--- src/rtl/prog_loader.sv ---
// prog_loader: receives a length-prefixed, XOR-checksummed byte image and writes it word-by-word into instruction memory while holding the CPU
module prog_loader #(
  parameter int IM_WORDS = 256,
  parameter int ADDR_W   = 10
) (
  input  logic              clk,
  input  logic              rst,
  input  logic              load_start,
  input  logic              in_valid,
  input  logic [7:0]        in_data,
  output logic              in_ready,
  output logic              im_we,
  output logic [ADDR_W-1:0] im_addr,
  output logic [31:0]       im_wdata,
  output logic              cpu_hold,
  output logic              pc_rst,
  output logic              done,
  output logic              err_chk,
  output logic              err_ovf
);
  typedef enum logic [2:0] {IDLE, LEN_HI, LEN_LO, DATA, WRITE, CHECK, DONE} state_t;
  localparam logic [16:0] IMW = 17'(IM_WORDS);
  state_t state, nxt;
  logic [15:0] n, idx, n_lo;
  logic [1:0]  lane;
  logic [31:0] wbuf;
  logic [7:0]  csum;
  logic        xfer;
  assign xfer = in_valid & in_ready;
  assign n_lo = {n[15:8], in_data};
  always_comb begin
    nxt = state;
    case (state)
      IDLE:    nxt = load_start ? LEN_HI : IDLE;
      LEN_HI:  nxt = xfer ? LEN_LO : LEN_HI;
      LEN_LO:  nxt = !xfer ? LEN_LO : (n_lo == 16'd0 ? CHECK : DATA);
      DATA:    nxt = (xfer && lane == 2'd3) ? WRITE : DATA;
      WRITE:   nxt = (idx + 16'd1 == n) ? CHECK : DATA;
      CHECK:   nxt = xfer ? DONE : CHECK;
      DONE:    nxt = IDLE;
      default: nxt = IDLE;
    endcase
  end
  // Outputs are registered from the next state so they line up with the state they describe
  always_ff @(posedge clk) begin
    if (rst) begin
      state    <= IDLE;
      in_ready <= 1'b0;
      im_we    <= 1'b0;
      im_addr  <= '0;
      im_wdata <= '0;
      cpu_hold <= 1'b0;
      pc_rst   <= 1'b0;
      done     <= 1'b0;
      err_chk  <= 1'b0;
      err_ovf  <= 1'b0;
      n        <= '0;
      idx      <= '0;
      lane     <= '0;
      wbuf     <= '0;
      csum     <= '0;
    end else begin
      state    <= nxt;
      in_ready <= nxt inside {LEN_HI, LEN_LO, DATA, CHECK};
      cpu_hold <= nxt != IDLE;
      done     <= nxt == DONE;
      pc_rst   <= nxt == DONE;
      im_we    <= 1'b0;
      if (state == IDLE && load_start) begin
        err_chk <= 1'b0;
        err_ovf <= 1'b0;
        csum    <= '0;
        idx     <= '0;
        lane    <= '0;
      end
      if (xfer && state != CHECK) csum <= csum ^ in_data;
      if (xfer && state == LEN_HI) n[15:8] <= in_data;
      if (xfer && state == LEN_LO) begin
        n[7:0] <= in_data;
        if ({1'b0, n_lo} > IMW) err_ovf <= 1'b1;
      end
      if (xfer && state == DATA) begin
        wbuf <= {wbuf[23:0], in_data};
        lane <= lane + 2'd1;
        if (lane == 2'd3) begin
          im_wdata <= {wbuf[23:0], in_data};
          im_addr  <= {idx[ADDR_W-3:0], 2'b00};
          im_we    <= {1'b0, idx} < IMW;
        end
      end
      if (state == WRITE) idx <= idx + 16'd1;
      if (xfer && state == CHECK) err_chk <= in_data != csum;
    end
  end
endmodule

--- config.mk ---
export PLATFORM = sky130hd
export DESIGN_NAME = prog_loader
export DESIGN_NICKNAME = d
export VERILOG_FILES = /design/src/rtl/prog_loader.sv
export SDC_FILE = /design/constraint.sdc
export NUM_CORES = 1
export LEC_CHECK = 0
export ABC_AREA = 1
export CORE_AREA = 2 2 89 91
export DETAILED_ROUTE_END_ITERATION = 8
export DIE_AREA = 0 0 91 93
export DONT_BUFFER_PORTS = 1
export PLACE_DENSITY = 0.84
export SYNTH_ARGS = -nofsm -noshare
export SYNTH_HDL_FRONTEND = slang
export SYNTH_SLANG_ARGS = --single-unit
--- constraint.sdc ---
create_clock -name clk -period 3.4 [get_ports clk]
set_clock_uncertainty 0.05 [all_clocks]
set_input_delay 0.34 -clock clk [delete_from_list [all_inputs] [get_ports clk]]
set_output_delay 0.34 -clock clk [all_outputs]
set_load 0.1 [all_outputs]
==> impl_metrics.toml, run 1 <==
[flow_run]
maxCapViolCount = 0

[sta]
rsz0062_at_grt = "no"
finalCritPeriodShare_pct = 74.7
slew_violations = 0
period_minus_slack_ns = 2.54
slew_headroom_pct = 31.1
tns_ns = 0
fmax_mhz = 394
setup_violations = 0
hold_viol = 0
tightest_slew_ns = 1.03
setup_ws_ns = 0.860

[global_route]
gr-total-overflow = 0
use_met1_pct = 41.0
antenna_found_initial = 0
grt_max_degree = 77
grtUsageMet3_pct = 10.7
grt_use_met2_pct = 50.3
grt_pass1_vias = 4343
top_usage_layer = "met2"
grt_pass1_wl_microns = 21500
grt_usage_pct = 32.1

[power_and_ir_drop]
cellLeakagePower_nw = 2.20
ir_drop_mv = 0.508
power_density_nw_per_um2 = 574

[critical_path]
cp.required_ns = 3.76
cpMostUsedCell = "buf_4"
worst-path-buf-inv = 3
crit_fanout = 76
worst_path_max_delay_cell = "buf_4"
endpoint_kind = "flip-flop"
path_delay_family = "buffers and inverters"
crit_path_start_kind = "flip-flop"
cp_cell_sequence = "buf_4 > nand2_1 > nor2_2 > inv_1 > nor2_4 > buf_4 > nor2_1 > a211oi_1"
crit_arrival_ns = 2.90
cpPeakStageDelay_ns = 0.53
path_class = "flip-flop to flip-flop"

[final_layout]
fillCellCount = 558
drive_above_1_share_pct = 8.32
diodes = 0
areaGrowthSynthToFinish_pct = 14.3
nets = 686

[detailed_routing]
dr_total_vias = 4637
wl_per_cell_microns = 16.2
route.detailed.drc = 0
first_pass_iters = 5
drtIter0Drc = 440
wirelength_microns = 12800
vias_per_cell = 5.89
drtAntennaViolNets = 0

[clocking]
postCtsSetupRepairBufs = 0
cts_tree = "done"
htreeDepth = 4
clock_path_buffers = 2
cts_buffers = 17
clkLatencyLatePin_ns = 0.52
cts_root_buf = "clkbuf_8"
clkSlewWorstSetupHoldPaths_ns = 0.06
ctsResizeCount = 0
hold_buffers = 10
cts_sinks = 115

[worst_hold_path]
holdCritPathClass = "input pin to flip-flop"

[logic_synthesis]
ys_seq_area_share_pct = 46.3
postSynthAreaPerCell_sq_um = 7.45
synth_top_area_share_pct = 46.3
ys_types = 35
synth_area_sq_um = 4980
ys_top_cells_by_area = "dfxtp_1 46%, nand2_1 9.4%, a21oi_1 8.0%"
synthArstFlopShare_pct = 0
synth_edf_count = 0
ys_seq_elements = 115
synth_cells = 668
synth_ff_type = "dfxtp_1"
synth-warning-count = 0
synth_top_area_cell = "dfxtp_1"

[floorplan]
rows = 32
io-pin-count = 61
start_util_pct = 66.1
fp.dieArea_sq_um = 8460
coreArea_sq_um = 7530
die_h_microns = 93
die-width_microns = 91

[placement]
portBuffers = 0
dpl_worst_slack_ns = 1.05
dp_hpwl_microns = 7910
gp_congestion = 0.978

[outcome]
status = "finished clean"
## cells by family (layout without fill, tap and decap cells)
kind of cell    after synthesis  after routing  synth area share, %
compound gates              169            169                 18.9
xor+xnor                     12             12                 2.39
fa+ha+maj                     2              2                0.503
buf+inv                     108            124                 8.72
flops                       115            115                 46.3
other cells                   1              2               0.0753
simple gates                261            261                 23.2
## per-layer routing
metal / up-vias / routed length [microns]
met3: 37 / 1270
met5: - / 0
met1: 2131 / 5230
met4: 0 / 317
li1: 2220 / -
met2: 249 / 5940
## worst paths after layout
| check | startpoint | end | slack (ns) | depth (start not counted) |
|---|---|---|---|---|
| max | in_ready | im_wdata[11] | 0.86 | 8 |
| min | in_data[4] | n[4] | 0.02 | 2 |
| min reg2reg | wbuf[19] | im_wdata[27] | 0.40 | 2 |
| max reg2reg | in_ready | im_wdata[11] | 0.86 | 8 |
## stage by stage
step	util (%)	instance area [sq um]	total power [mW]	hold slack [ns]	instances
global route	75.5	5690	3.35	0.0199	787
finish	75.5	5690	3.26	0.0191	787
floorplan	-	4980	1.54	0.380	669
detailed placement	66.6	5010	1.56	0.365	745
global placement	66.6	5010	1.55	0.364	745
CTS	75.5	5690	3.25	0.00578	787
## layout make-up
class                      count  area, sq um  share of cell area (%)
timing repair buffer          16          155                    2.73
clock inverter                12          130                    2.29
inverter                      76          285                    5.02
clock buffer                  20          435                    7.66
sequential                   115         2300                    40.5
tap                          102          128                    2.24
multi-input combinational    446         2250                    39.6
## flip-flops by register name, indices dropped and copies added (netlist names), 2 cells and up
register	flops
csum	8
n	16
lane	2
im_addr	8
state	3
im_wdata	32
idx	16
wbuf	24
## synthesized netlist by cell type, types with 4 or more instances
master / count
inv_1: 74
nor3_1: 5
nor2_2: 7
nand3_1: 38
buf_2: 8
nor2_1: 59
a211oi_1: 26
nand3b_1: 6
xnor2_1: 4
a21oi_1: 80
nand4_1: 8
nand2_1: 125
nor2_4: 4
dfxtp_1: 115
clkbuf_1: 19
o21ai_0: 56
buf_4: 5
xor2_1: 7
## power breakdown
part           switching [mW]  internal [mW]
Combinational           0.123         0.0483
Clock                   0.640           1.06
Sequential             0.0252           1.36
Total                   0.788           2.48
## worst reg2reg max path, stage by stage, from the launching register on
cell and delay (ns):
dfxtp_1 0.31, buf_4 0.29, nand2_1 0.24, nor2_2 0.31
inv_1 0.14, nor2_4 0.10, buf_4 0.53, nor2_1 0.17
a211oi_1 0.30
## placed cells by master (no fill, tap or decap), types with 3 or more instances in the layout
master and n:
nand2_2 3, nand4_1 8, a211oi_1 26, nor2_4 5, a21oi_1 80, buf_4 6
nand2_1 125, nor2_2 6, clkinv_2 4, inv_1 74, nor2_1 59, o21ai_0 56
xor2_1 7, inv_6 3, xnor2_1 4, dfxtp_1 114, nand3b_1 6, nand3_1 38
clkbuf_16 16, nor3_1 5, dlygate4sd3_1 9, nor4_1 3
Note: power is estimated with default switching activity, not from simulation.
==> run 2: changes to the inputs <==
--- a/config.mk
+++ b/config.mk
@@ -6,11 +6,11 @@
 export NUM_CORES = 1
 export LEC_CHECK = 0
 export ABC_AREA = 1
-export CORE_AREA = 2 2 89 91
+export CORE_AREA = 2 2 97 99
 export DETAILED_ROUTE_END_ITERATION = 8
-export DIE_AREA = 0 0 91 93
+export DIE_AREA = 0 0 99 101
 export DONT_BUFFER_PORTS = 1
-export PLACE_DENSITY = 0.84
+export PLACE_DENSITY = 0.75
 export SYNTH_ARGS = -nofsm -noshare
 export SYNTH_HDL_FRONTEND = slang
 export SYNTH_SLANG_ARGS = --single-unit
==> constraint.sdc (replaced) <==
create_clock -name clk -period 2.3 [get_ports clk]
set_clock_uncertainty 0.05 [all_clocks]
set_input_delay 0.23 -clock clk [delete_from_list [all_inputs] [get_ports clk]]
set_output_delay 0.23 -clock clk [all_outputs]
set_load 0.1 [all_outputs]
==> run 2 against run 1 <==
Against the previous run: flip-flop and latch count unchanged; non-clock buffer count is 47 higher; critical endpoint is now cpu_hold; die area is 18% higher; highest routed layer unchanged; via count grew 0.65%; critical path type unchanged; core utilization decreased by 7.8 points; maximum frequency increased by 18%.
==> impl_metrics.toml, run 2 (synthesis gave the netlist of run 1 again) <==
[power_and_ir_drop]
ir_drop_mv = 0.620
finalPower_mw = 4.81
power_density_nw_per_um2 = 790
cellLeakagePower_nw = 2.46

[global_route]
grt_pass1_vias = 4578
gr-total-overflow = 0
grt_max_degree = 57
grt_usage_pct = 28.0
grt_pass1_wl_microns = 22200
antenna_found_initial = 0

[sta]
slew_headroom_pct = 51.4
tightest_slew_ns = 0.727
finalCritPeriodShare_pct = 93.5
tns_ns = 0
rsz0062_at_grt = "yes"
fmax_mhz = 465
hold_viol = 0
period_minus_slack_ns = 2.15
setup_violations = 0
slew_violations = 0

[detailed_routing]
wirelength_microns = 13300
drtAntennaViolNets = 0
vias_per_cell = 5.54
drtIter0Drc = 305
wl_per_cell_microns = 15.8
first_pass_iters = 5
route.detailed.drc = 0
dr_total_vias = 4667

[floorplan]
start_util_pct = 55.4
coreArea_sq_um = 8980
die_h_microns = 101
rows = 35
fp.dieArea_sq_um = 10000
die-width_microns = 99
io-pin-count = 61

[flow_run]
maxCapViolCount = 0

[critical_path]
cp_cell_sequence = "ha_1 > nand2_2 > nor2_4 > nand2_1 > nand3_1 > nand2_1 > nor2_1 > nand3_1 > nor2_1 > nand3_1 > nand2_2 > nand3_2 > nand2_1 > nand2_1"
worst_path_max_delay_cell = "dfxtp_4"
cpMostUsedCell = "nand2_1"
crit_fanout = 8
crit_arrival_ns = 2.50
worst-path-buf-inv = 0
path_delay_family = "simple AND/OR/NAND/NOR gates"
cpPeakStageDelay_ns = 0.38
reg2regPathDepth = 14
cp.required_ns = 2.65
path_class = "flip-flop to flip-flop"
cp.depth = 14
crit_path_start_kind = "flip-flop"
endpoint_kind = "flip-flop"

[final_layout]
max_flop_register = "im_wdata"
largest_reg_flops = 32
top_regs = "im_wdata x32, wbuf x24"
drive_above_1_share_pct = 15.0
final_common_cell = "nand2_1"
nets = 733
diodes = 0
layout_common_cells = "124 x nand2_1, 111 x dfxtp_1, 80 x a21oi_1"
areaGrowthSynthToFinish_pct = 22.2

[worst_hold_path]
holdCritPathClass = "input pin to flip-flop"
holdPathStages = 2

[clocking]
cts_tree = "done"
cts_sinks = 115
cts_root_buf = "clkbuf_8"
htreeDepth = 4
postCtsSetupRepairBufs = 0
clkLatencyLatePin_ns = 0.51
cts_buffers = 17
clkSlewWorstSetupHoldPaths_ns = 0.06
clock_path_buffers = 2

[placement]
portBuffers = 0
gp_congestion = 0.876
dp_hpwl_microns = 8620

[outcome]
status = "finished clean"
[run 2: cell count changes in the layout (fill, tap and decap cells not counted), moves of 2 or more]
cell | previous run | this run
buf_4 | 6 | 51
clkinv_2 | 4 | 1
clkinvlp_4 | 2 | 5
dfxtp_1 | 114 | 111
clkbuf_1 | 2 | 0
dfxtp_2 | 1 | 3
[run 2: metal layers]
metal	GRT usage, %	routed length (microns)	part of all wire (%)	vias to the layer above
met5	0	0	0	-
met4	13.4	394	3.0	0
met3	7.21	971	7.3	32
met2	46.2	6480	49	177
met1	34.1	5470	41	2144
li1	-	-	-	2314
[run 2: timing repair]
item,CTS,global route
endpoints found under the hold margin,80,0
gates resized for setup,0,5
hold buffers,10,0
setup endpoints to repair,0,7
[run 2: power by group]
group          internal (mW)  leakage [nW]  switching (mW)
Sequential              2.02         0.930          0.0183
Clock                   1.50         0.264           0.986
Combinational         0.0791          1.26           0.205
Total                   3.60          2.46            1.21
[run 2: path summary, 6_finish.rpt]
kind / slack, ns / start / end
max: 0.15 / idx[0] / cpu_hold
min: 0.008 / rst / idx[1]
max reg2reg: 0.15 / idx[0] / cpu_hold
min reg2reg: 0.41 / wbuf[19] / wbuf[19]
[run 2: layout make-up]
| cell class | count | area, sq um |
|---|---|---|
| Timing Repair Buffer | 63 | 532 |
| Inverter | 76 | 285 |
| Multi-Input combinational cell | 446 | 2250 |
| Clock buffer | 19 | 442 |
| Tap cell | 111 | 139 |
| Sequential cell | 115 | 2310 |
| Fill cell | 722 | 2890 |
| Clock inverter | 13 | 125 |
[run 2: worst reg2reg max path, delay by kind of cell, from the launching register on]
kind / cells / cell delay, ns
fa+ha+maj: 1 / 0.20
flops: 1 / 0.38
simple gates: 13 / 1.40
[run 2: metrics by stage]
step	setup WS, ns	std cells	utilization, %	area, sq um	hold slack (ns)
after floorplan	0.346	669	-	4980	0.363
after global placement	0.245	801	60.0	5390	0.256
after detailed placement	0.122	801	60.0	5390	0.257
after CTS	0.0712	843	67.7	6070	0.00773
after global routing	-0.0193	843	67.8	6080	0.0231
final	0.151	843	67.8	6080	0.00850
==> run 3: changes to the inputs <==
--- a/config.mk
+++ b/config.mk
@@ -10,6 +10,7 @@
 export DETAILED_ROUTE_END_ITERATION = 8
 export DIE_AREA = 0 0 99 101
 export DONT_BUFFER_PORTS = 1
+export MAX_ROUTING_LAYER = met4
 export PLACE_DENSITY = 0.75
 export SYNTH_ARGS = -nofsm -noshare
 export SYNTH_HDL_FRONTEND = slang
==> run 3 against run 2 <==
Against the previous run: die area stayed put; sequential share of layout area is 0.97 points lower; combinational power is 5% higher; hold slack better by 0.088 ns; power is 10% higher; first-iteration DRC count is 1.3% lower; clock power is 19% higher; worst setup slack better by 0.00086 ns; largest cell class unchanged; largest power group unchanged.
==> impl_metrics.toml, run 3 (synthesis gave the netlist of run 1 again) <==
[outcome]
status = "finished clean"

[final_layout]
layout_common_cells = "124 x nand2_1, 111 x dfxtp_1, 80 x a21oi_1"
top_regs = "im_wdata x32, wbuf x24"
max_flop_register = "im_wdata"
drive_above_1_share_pct = 15.9
seq_area_sq_um = 2310
utilization_pct = 69.5
fillCellCount = 703
diodes = 0
largest_reg_flops = 32
final_common_cell = "nand2_1"
areaGrowthSynthToFinish_pct = 25.4
multi_input_area_sq_um = 2250
nets = 741

[detailed_routing]
route.detailed.drc = 0
first_pass_iters = 6
drtIter0Drc = 301
vias_per_cell = 5.63
drtAntennaViolNets = 0
wirelength_microns = 13400
dr_total_vias = 4788
wl_per_cell_microns = 15.8

[floorplan]
die_h_microns = 101
fp.dieArea_sq_um = 10000
die-width_microns = 99
coreArea_sq_um = 8980
start_util_pct = 55.4
io-pin-count = 61
rows = 35

[global_route]
grt_use_met2_pct = 47.6
use_met1_pct = 33.5
gr-total-overflow = 0
top_usage_layer = "met2"
grt_max_degree = 57
antenna_found_initial = 0
grtUsageMet3_pct = 5.83
grt_usage_pct = 28.4
grt_pass1_wl_microns = 21700
grt_pass1_vias = 4507

[critical_path]
path_class = "flip-flop to flip-flop"
endpoint_kind = "flip-flop"
cp.required_ns = 2.66
crit_arrival_ns = 2.51
crit_fanout = 8
crit_path_start_kind = "flip-flop"

[clocking]
cts_buffers = 17
htreeDepth = 4
clkSlewWorstSetupHoldPaths_ns = 0.06
cts_sinks = 115
cts_root_buf = "clkbuf_8"
clock_path_buffers = 2
cts_tree = "done"
clkLatencyLatePin_ns = 0.51

[sta]
period_minus_slack_ns = 2.15
tns_ns = 0
finalCritPeriodShare_pct = 93.4
setup_ws_ns = 0.151
hold_viol = 0
fin_hold_ws_ns = 0.0963
slew_headroom_pct = 58.2
setup_violations = 0
slew_violations = 0
tightest_slew_ns = 0.626
fmax_mhz = 465

[power_and_ir_drop]
power_density_nw_per_um2 = 849
cellLeakagePower_nw = 2.54
ir_drop_mv = 0.661
finalPower_mw = 5.30

[worst_hold_path]
holdCritPathClass = "input pin to flip-flop"

[flow_run]
maxCapViolCount = 0

[placement]
gp_congestion = 0.881
dpl_worst_slack_ns = 0.128
portBuffers = 0
dp_hpwl_microns = 8710
[run 3: final cells by class]
cell class,count,share of cell area [%]
sequential,115,37.0
inverter,76,4.63
clock buffer,17,6.63
tap,111,2.22
timing repair buffer,71,9.36
multi-input combinational,446,36.1
clock inverter,15,4.05
[run 3: worst paths after layout]
path	startpoint	end	slack, ns	cells past startpoint
hold / removal	rst	wbuf[14]	0.1	4
setup reg to reg	idx[0]	cpu_hold	0.15	14
setup / recovery	idx[0]	cpu_hold	0.15	14
hold reg to reg	wbuf[19]	im_wdata[27]	0.41	2
[run 3: worst max-delay path: stages, from the launching register on]
cell and delay, ns:
dfxtp_4 0.38, ha_2 0.21, nand2_2 0.10, nor2_4 0.22, nand3_1 0.14, nand3_1 0.11, nand2_1 0.06, nor2_1 0.10
nand2_1 0.06, nor2_1 0.12, nand3_1 0.15, nand2_2 0.11, nand3_2 0.09, nand2_1 0.09, nand2_1 0.04
[run 3: metal layers]
metal  wire length (microns)  part of all wire, %  vias to the layer above
met5                       0                    0                        -
li1                        -                    -                     2332
met3                     738                  5.5                       34
met2                    6880                   51                      167
met1                    5580                   41                     2255
met4                     247                  1.8                        0
[run 3: metrics by stage]
step | area, sq um | instances
3_3_place_gp | 5380 | 801
6_report | 6240 | 851
3_5_place_dp | 5380 | 801
4_1_cts | 6180 | 845
5_1_grt | 6240 | 851
2_1_floorplan | 4980 | 669
[run 3: report_power, final]
group	switching [mW]	total (mW)	leakage, nW	internal, mW
logic	0.209	0.299	1.29	0.0899
clock network	0.973	2.96	0.319	1.99
registers	0.0208	2.04	0.930	2.02
total	1.20	5.30	2.54	4.10
[run 3: repair_timing]
item | CTS | global route
resized for setup | 0 | 7
hold buffers | 12 | 0
setup buffers | 0 | 6
endpoints found under the hold margin | 80 | 0
endpoints found under the setup margin | 0 | 13
==> RTL edit 1, RTL diff (flow settings as in run 2) <==
The parameter `ADDR_W` goes from 10 to 12.
--- a/src/rtl/prog_loader.sv
+++ b/src/rtl/prog_loader.sv
@@ -3,3 +3,3 @@
   parameter int IM_WORDS = 256,
-  parameter int ADDR_W   = 10
+  parameter int ADDR_W   = 12
 ) (
Ports: changed (resized im_addr); port bits go from 61 to 63. No check against the original RTL was run, so the function may have changed too.
==> RTL edit 1 against run 2 <==
Final area rose by 1.4%; synthesized area up 0.28%; sequential share of layout area up 0.11 points; setup slack better by 0.032 ns; total power increased by 2.9%; non-clock buffer count rose by 6; clock power rose by 4%; sequential cell count increased by 2; synthesized cell count up 0.15%; wire length shrank 3.8%; global-route usage is 1.5 points lower; critical path type unchanged; largest cell class unchanged.
==> RTL edit 1: results (changes against run 2) <==
- Pleak: 2.501 nW (was 2.456 nW)
- Nonclk buf count: 69 (was 63)
- Worst-path fanout max: 7 (was 8)
- Cell variety after synth: 33 (was 35)
- Largest net degree at the start of global routing: 69 (was 57)
- P_sw: 0.001203 W (was 0.001209 W)
- DP Wirelength: 8.360 mm (was 8.624 mm)
- Invs w/o clock: 78 (was 76)
- Outcome: finished, final reports clean (unchanged)
- Data buffer area share: 0.09447 (was 0.08739)
- WP data arrival: 2.46 ns (was 2.50 ns)
- Vias per std cell: 5.503 (was 5.536)
- First-pass GRT wire length: 20.77 mm (was 22.18 mm)
- #MultiIn Comb: 442 (was 446)
- Setup WS pre-CTS: 0.1826 ns (was 0.1222 ns)
- Total track usage: 0.2644 (was 0.2796)
- Synth Area in Compound Gates: 0.1920 (was 0.1885)
- Area occupied by multi-input gates: 0.002217 mm^2 (was 0.002252 mm^2)
- Vias in the first global route: 4,446 (was 4,578)
- FILL cells: 715 (was 722)
- Ranking of synthesized cells by area: dfxtp_1 47%, nand2_1 9.3%, a21oi_1 8.6%, o21ai_0 6.0%, inv_1 5.6% (was dfxtp_1 46%, nand2_1 9.4%, a21oi_1 8.0%, o21ai_0 5.6%, inv_1 5.6%)
- Clock sinks: 117 (was 115)
- Final GP Congestion: 0.8945 (was 0.8755)
- CTS Hold Bufs: 12 (was 10)
- First-iteration detailed-routing DRC count: 239 (was 305)
==> RTL edit 1: cell types whose count changed in the layout (fill, tap and decap cells not counted), sizes merged, moves of 4 or more <==
cell and delta:
clkinv +4, nand3 -6, o21ai +6, nor2 -5
a21oi +6, buf +4
==> RTL edit 1: per-layer routing <==
layer	vias up	share of wire	GRT usage
met5	-	0	0
met4	0	0.043	0.1739
met3	41	0.060	0.05340
met2	176	0.48	0.4236
met1	2129	0.42	0.3236
li1	2326	-	-
==> RTL edit 1: cells by family after synthesis <==
logic type	count (synthesis)
AO/OA/AOI/OAI	176
other	1
AND/OR/NAND/NOR	248
flip-flops	117
buffers and inverters	111
XOR/XNOR	14
adder cells (fa/ha/maj)	2
==> RTL edit 1: worst max-delay path: cells and delay by family, from the launching register on <==
kind                     cells  cell delay, ns
AO/OA/AOI/OAI                1            0.06
flip-flops                   1            0.38
buffers and inverters        1            0.13
XOR/XNOR                     1            0.24
adder cells (fa/ha/maj)      1            0.21
AND/OR/NAND/NOR              9            0.92
==> RTL edit 1: final timing paths <==
kind / startpoint / endpoint / slack [ns] / depth (start not counted)
hold / removal: rst / im_addr[5] / 0.04 / 3
setup / recovery: idx[0] / in_ready / 0.18 / 13
hold reg to reg: wbuf[22] / im_wdata[30] / 0.40 / 2
setup reg to reg: idx[0] / in_ready / 0.18 / 13
==> RTL edit 1: through the flow <==
| step | instance area [um^2] | std cells | util |
|---|---|---|---|
| floorplan | 4996 | 670 | - |
| global placement | 5414 | 803 | 0.6031 |
| detailed placement | 5414 | 803 | 0.6031 |
| CTS | 6135 | 847 | 0.6833 |
| global route | 6172 | 849 | 0.6875 |
| finish | 6172 | 849 | 0.6875 |
==> RTL edit 2, RTL diff (config.mk and constraints of run 2) <==
Without the edit above. Put one more register stage on the output `err_ovf`. The value now appears one clock later. The other outputs are not delayed to match.
--- a/src/rtl/prog_loader.sv
+++ b/src/rtl/prog_loader.sv
@@ -22,2 +22,4 @@
   localparam logic [16:0] IMW = 17'(IM_WORDS);
+
+  logic err_ovf_s0;
   state_t state, nxt;
@@ -55,3 +57,3 @@
       err_chk  <= 1'b0;
-      err_ovf  <= 1'b0;
+      err_ovf_s0 <= 1'b0;
       n        <= '0;
@@ -70,3 +72,3 @@
         err_chk <= 1'b0;
-        err_ovf <= 1'b0;
+        err_ovf_s0 <= 1'b0;
         csum    <= '0;
@@ -79,3 +81,3 @@
         n[7:0] <= in_data;
-        if ({1'b0, n_lo} > IMW) err_ovf <= 1'b1;
+        if ({1'b0, n_lo} > IMW) err_ovf_s0 <= 1'b1;
       end
@@ -94,2 +96,6 @@
   end
+  always_ff @(posedge clk) begin
+    err_ovf <= err_ovf_s0;
+  end
+
 endmodule
Formal check against the unedited RTL: not equivalent (Yosys sat finds a counterexample within 4 cycles, from zero or initial values and one cycle with rst high).
==> RTL edit 2 against run 2 <==
Synthesized area increased by 0.40%; setup slack better by 0.033 ns; worst hold slack gained 0.050 ns; synthesized cell count increased by 0.15%; wire length decreased by 4.0%; total power rose by 2.8%; sequential cell count rose by 1; highest routed layer unchanged; final area is 1.1% higher; largest cell class unchanged.
==> RTL edit 2: results (changes against run 2) <==
- Vias: 4,657 (was 4,667)
- Family with the most delay on the worst path: buffers and inverters (was simple AND/OR/NAND/NOR gates)
- CP Class: reg -> reg (unchanged)
- Crit. path cell count: 9 (was 14)
- PnR worst setup slack: 0.1837 ns (was 0.1506 ns)
- Total track usage: 0.2681 (was 0.2796)
- Worst R2R End: lane[1] (was cpu_hold)
- Final GP Congestion: 0.9091 (was 0.8755)
- CP max-delay cell: dlygate4sd3_1 (was dfxtp_4)
- WP data arrival: 2.48 ns (was 2.50 ns)
- First-pass GRT wire length: 21.08 mm (was 22.18 mm)
- Pwr Density: 803.6 mW/mm^2 (was 789.9 mW/mm^2)
- Register fraction of the total cell area: 0.3782 (was 0.3796)
- Reg2Reg Setup Slack: 0.18 ns (was 0.15 ns)
- Clock sinks: 116 (was 115)
- Slowest stage delay, CP: 0.57 ns (was 0.38 ns)
- Vias in the first global route: 4,470 (was 4,578)
- Commonest cells in the synthesized netlist: 125 x nand2_1, 116 x dfxtp_1, 80 x a21oi_1 (was 125 x nand2_1, 115 x dfxtp_1, 80 x a21oi_1)
- Peak supply drop: 517.0 uV (was 619.8 uV)
- Worst-path fanout max: 46 (was 8)
- Setup violations, final: 0 (unchanged)
- Worst skew pair latency: 0.53 ns (was 0.51 ns)
- Pleak: 2.508 nW (was 2.456 nW)
- Ranking of synthesized cells by area: dfxtp_1 46%, nand2_1 9.4%, a21oi_1 8.0%, o21ai_0 5.6%, inv_1 5.6% (unchanged)
- Max-slew headroom: 0.5740 (was 0.5141)
- R2R depth: 9 (was 14)
- First-iteration detailed-routing DRC count: 293 (was 305)
- Nonclk buf count: 67 (was 63)
- Worst flop-to-flop path startpoint: state[0] (was idx[0])
- Setup WS pre-CTS: 0.2053 ns (was 0.1222 ns)
- P_clk: 0.00261 W (was 0.00249 W)
- Seq/Total Area, Yosys: 0.4647 (was 0.4625)
- Multi-input gate share of total cell area: 0.3666 (was 0.3701)
- DP Wirelength: 8.588 mm (was 8.624 mm)
- Clock-cell share: 0.09542 (was 0.09315)
- Data buffer area share: 0.09074 (was 0.08739)
- Nets@finish: 738 (was 733)
- DR WL/cell: 15.07 um (was 15.79 um)
- Outcome: finished, final reports clean (unchanged)
==> RTL edit 2: cell types whose count changed after synthesis <==
cell | run 2 | this run
dfxtp_1 | 115 | 116
==> RTL edit 2: timing repair <==
action | CTS | global route
buffers inserted | 0 | 0
hold buffers | 15 | 0
resized for setup | 0 | 3
endpoints found under the setup margin | 0 | 5
endpoints found under the hold margin | 86 | 0
==> RTL edit 2: per-layer routing <==
metal / wire, um / vias to the layer above / global-route usage
met5: 0 / - / 0
met4: 231 / 0 / 0.1064
met3: 707 / 27 / 0.07143
met2: 6365 / 134 / 0.4532
met1: 5478 / 2170 / 0.3262
li1: - / 2326 / -
==> RTL edit 2: logic make-up (layout without fill, tap and decap cells) <==
family	after synthesis	count (layout)	share of synthesized area
compound gates	169	169	0.1878
buf+inv	108	175	0.08688
fa+ha+maj	2	2	0.005007
simple gates	261	261	0.2311
flops	116	116	0.4647
xor+xnor	12	12	0.02378
other cells	1	2	0.0007504
==> RTL edit 2: how the worst min path moves through the flow <==
stage / slack (ns) / end / start / cells after the start
after floorplan: 0.28 / err_ovf / err_ovf_s0 / 0
after global placement: 0.26 / idx[1] / rst / 1
after detailed placement: 0.26 / csum[0] / rst / 1
after CTS: 0.04 / err_ovf_s0 / load_start / 3
after global routing: 0.07 / err_ovf_s0 / load_start / 3
final: 0.06 / err_ovf_s0 / load_start / 3
==> RTL edit 2: stage by stage <==
stage          std cells    util
6_report             848  0.6850
3_5_place_dp         801  0.6003
5_1_grt              848  0.6850
3_3_place_gp         801  0.6003
4_1_cts              848  0.6843
2_1_floorplan        670       -
